### config.mk
export PLATFORM = sky130hd
export DESIGN_NAME = timing_sequencer
export DESIGN_NICKNAME = d
export VERILOG_FILES = /design/src/rtl/timing_sequencer_pkg.sv /design/src/rtl/timing_sequencer_decoder.sv /design/src/rtl/timing_sequencer.sv
export SDC_FILE = /design/constraint.sdc
export NUM_CORES = 1
export LEC_CHECK = 0
export BUFFER_PORTS_ARGS = -buffer_cell sky130_fd_sc_hd__buf_4
export CAP_MARGIN = 15
export CELL_PAD_IN_SITES_DETAIL_PLACEMENT = 1
export CELL_PAD_IN_SITES_GLOBAL_PLACEMENT = 1
export CORE_UTILIZATION = 44
export DETAILED_ROUTE_END_ITERATION = 7
export GPL_ROUTABILITY_DRIVEN = 0
export GPL_TIMING_DRIVEN = 0
export PLACE_DENSITY_LB_ADDON = 0.1
export SYNTH_ARGS = -nofsm -noshare
export SYNTH_HDL_FRONTEND = slang
export SYNTH_SLANG_ARGS = --single-unit
### constraint.sdc
create_clock -name clk -period 4.67 [get_ports clk]
set_clock_uncertainty 0.15 [all_clocks]
set_input_delay 0.467 -clock clk [delete_from_list [all_inputs] [get_ports clk]]
set_output_delay 0.467 -clock clk [all_outputs]
set_load 0.01 [all_outputs]
### src/rtl/timing_sequencer_pkg.sv
// timing_seq_pkg: shared state encoding and mode constants for the timing sequencer
package timing_seq_pkg;
  typedef enum logic [1:0] {IDLE = 2'd0, RUN = 2'd1, HALTED = 2'd2} seq_state_t;
  localparam logic MODE_CONT = 1'b0;
  localparam logic MODE_SINGLE = 1'b1;
endpackage

### src/rtl/timing_sequencer_decoder.sv
// phase_decoder: binary phase index to one-hot, forced to zero when not valid
module phase_decoder #(
  parameter int NUM_PHASES = 16,
  parameter int CNT_W = $clog2(NUM_PHASES)
) (
  input  logic [CNT_W-1:0]      idx,
  input  logic                  valid,
  output logic [NUM_PHASES-1:0] onehot
);
  for (genvar i = 0; i < NUM_PHASES; i++) begin : g_bit
    assign onehot[i] = valid && (idx == CNT_W'(i));
  end
endmodule

### src/rtl/timing_sequencer.sv
// timing_sequencer: one-hot walking timing pulse generator with halt/step and single-shot modes
module timing_sequencer import timing_seq_pkg::*; #(
  parameter int NUM_PHASES = 16,
  parameter int CNT_W = $clog2(NUM_PHASES)
) (
  input  logic                  clk,
  input  logic                  reset,
  input  logic                  enable,
  input  logic                  mode,
  input  logic                  start,
  input  logic [CNT_W-1:0]      last_phase,
  input  logic                  halt,
  input  logic                  step,
  input  logic                  clear,
  output logic [NUM_PHASES-1:0] T,
  output logic [CNT_W-1:0]      phase,
  output logic                  busy,
  output logic                  cycle_done
);
  localparam logic [CNT_W-1:0] MAX_P = CNT_W'(NUM_PHASES - 1);
  seq_state_t state, state_nx;
  logic [CNT_W-1:0] last_q, last_nx, last_eff, phase_nx;
  logic [NUM_PHASES-1:0] t_nx;
  logic busy_nx, done_nx, adv;
  assign last_eff = (last_phase > MAX_P) ? MAX_P : last_phase;
  assign busy_nx = state_nx != IDLE;
  // the terminal index is only resampled at start and at wrap so a pass never changes length midway
  always_comb begin
    state_nx = state;
    phase_nx = phase;
    last_nx = last_q;
    done_nx = 1'b0;
    adv = 1'b0;
    if (clear) begin
      state_nx = IDLE;
      phase_nx = '0;
    end else begin
      case (state)
        IDLE: if (start) begin
          state_nx = RUN;
          phase_nx = '0;
          last_nx = last_eff;
        end
        RUN: if (halt) state_nx = HALTED; else adv = enable;
        HALTED: if (!halt) state_nx = RUN; else adv = step;
        default: state_nx = IDLE;
      endcase
    end
    if (adv) begin
      if (phase != last_q) phase_nx = phase + 1'b1;
      else begin
        phase_nx = '0;
        done_nx = 1'b1;
        last_nx = last_eff;
        if (mode == MODE_SINGLE) state_nx = IDLE;
      end
    end
  end
  phase_decoder #(.NUM_PHASES(NUM_PHASES), .CNT_W(CNT_W)) u_dec (
    .idx(phase_nx),
    .valid(busy_nx),
    .onehot(t_nx)
  );
  always_ff @(posedge clk or negedge reset) begin
    if (!reset) begin
      state <= IDLE;
      phase <= '0;
      T <= '0;
      busy <= 1'b0;
      cycle_done <= 1'b0;
      last_q <= MAX_P;
    end else begin
      state <= state_nx;
      phase <= phase_nx;
      T <= t_nx;
      busy <= busy_nx;
      cycle_done <= done_nx;
      last_q <= last_nx;
    end
  end
endmodule

==> metrics.cfg <==
[run_status]
status=finished, final reports clean

[routing]
vias=1183
met2_length_um=1870
firstDrtPassIters=3
final_antenna_net_count=0
drc_errors=0
wl_per_cell_um=16.5
wl_met3_um=87
drt_wl_total_um=3550
drt-initial-drc-count=34
wl_met1_um=1570
viasPerCell=5.50
top_layer=met4

[layout]
most-common-layout-cells=buf_4 (33), dfrtp_1 (24), nor3_1 (11)
drive_gt1_share_pct=31.0
final_common_cell=buf_4
antenna_cells=0
area_delta_synth_final_pct=24.5
nets=189
finalNonFillerCells=215
fin_area_mm2=0.00182

[logic_synthesis]
synth-edff-count=0
async_flop_share_pct=100
yosys_warnings=0
ys_seq_elements=28
synthesis.instances=134
yosysSeqAreaShare_pct=48.2
yosys_most_used_dff=dfrtp_1
syn_area_mm2=0.00146
ys_types=41
syn_nets=151
postSynthAreaPerCell_um2=10.9

[clocking]
clockBufferDepth=2
htreeDepth=1
root_buffer=clkbuf_4
postCtsSetupBuffers=0
cts_buffers=3
ctsResizeCount=0
cts_tree=yes
insertion_delay_ns=0.32
clkTransAtPathRegs_ns=0.15
postCtsHoldBufs=1
clock-sinks=28

[place]
portBuffers=32
dp_hpwl_um=2660
placed_cell_area_mm2=0.00176
post-place-cells=210

[run]
maxCapViolCount=0

[setup_path]
r2r_cells=8
crit_cells=8
worstPathCellList=inv_1 -> ha_1 -> nand4b_1 -> and2_0 -> clkbuf_1 -> o41ai_2 -> o2111ai_1 -> nor2_1
worstSetupPathType=reg2reg
crit_slowest_cell=o41ai_2
critPathMaxStageDelay_ns=0.53
crit_path_start_kind=flop
worst-path-buf-inv=2
worstPathRequired_ns=4.77
end_kind=flop
crit_arrival_ns=2.83
critPathTopFamily=compound AO/OA/AOI/OAI gates
cp_max_fo=6

[power]
power_w=0.000530
ir_drop_mv=0.183
power.density_mw_per_mm2=291
leakagePower_nw=0.844

[die]
core_mm2=0.00310
start_util_pct=47.1
die_y_um=59.7
rows=20
ios=34
die-area_mm2=0.00356
die_w_um=59.7

[sta]
post-route-period-util_pct=58.4
tns_ns=0
holdWs_ns=0.220
final_max_slew_viol_count=0
setup_viol_count_final=0
relSlewSlack_pct=62.0
fin_crit_ns=2.73
clock.fmax_ghz=0.366
finalHoldViolCount=0
rsz0062_at_grt=no
max_slew.worst_pin.slew_ns=0.566

[global_route]
antenna_found_initial=0
grt.overflow.total=0
grtUsageTotal_pct=21.9
grt_pass1_vias=1211
grt_pass1_wl_um=5740
grt_max_degree=29

[min_path]
hold_path_depth=2
hp-class=in2reg

==> metal layers <==
metal / track usage (%) / vias to the layer above
li1: - / 566
met1: 27.3 / 596
met2: 40.5 / 19
met3: 2.16 / 2
met4: 4.98 / 0
met5: 0 / -
==> flip-flops by register name (all words and copies together), names as in the netlist <==
register,flops
T,16
last_q,4
phase,4
state,2
busy,1
cycle_done,1
==> logic make-up (layout without fill, tap and decap cells) <==
group	Yosys count	after routing	synth area share, %
simple gates	52	52	20.4
flops	28	28	48.2
compound gates	27	27	16.4
buf+inv	12	49	3.93
fa+ha+maj	5	5	4.28
xor+xnor	5	5	2.99
mux	5	5	3.76
==> final cells by class <==
class | count | area, um2
Multi-Input combinational cell | 94 | 699
Inverter | 6 | 22.5
Tap cell | 44 | 55.1
Buffer | 6 | 35.0
Clock inverter | 1 | 30.0
Clock buffer | 3 | 22.5
Fill cell | 355 | 1280
Sequential cell | 28 | 706
Timing Repair Buffer | 33 | 250
==> power breakdown <==
part,total (W),internal (W),switching (W)
combinational,0.0000983,0.0000396,0.0000587
clock,0.000157,0.0000867,0.0000703
sequential,0.000275,0.000264,0.0000111
total,0.000530,0.000390,0.000140
==> per-stage QoR <==
step	setup WS, ns	utilization [%]
6_report	1.94	58.7
5_1_grt	1.63	58.7
4_1_cts	1.96	58.7
3_5_place_dp	2.01	56.7
3_3_place_gp	2.09	56.7
2_1_floorplan	2.45	-
==> Yosys cell counts, drive strengths merged, types with 2 or more instances <==
cell	count	area (um2)
nor2	6	22.5
nor4	3	33.8
clkbuf	3	11.3
buf	3	23.8
dfrtp	24	601
o21ai	5	25.0
and2	4	25.0
a21oi	6	33.8
xor2	5	43.8
nor3b	6	45.0
mux2	4	45.0
inv	6	22.5
dfstp	4	105
o211a	2	20.0
nand2	9	33.8
ha	5	62.6
nand4	4	25.0
and3	3	18.8
nor3	11	55.1
o211ai	5	51.3
nor2b	2	12.5
==> final timing paths <==
| path | from | end | slack, ns |
|---|---|---|---|
| setup / recovery | state[0] | T[7] | 1.94 |
| hold / removal | last_phase[3] | last_q[3] | 0.22 |
| setup reg to reg | state[0] | T[7] | 1.94 |
| max in group asynchronous | reset | last_q[1] | 3.63 |
| hold reg to reg | last_q[3] | last_q[3] | 0.49 |
| min in group asynchronous | reset | phase[3] | 0.43 |
(Power assumes the default switching activity.)
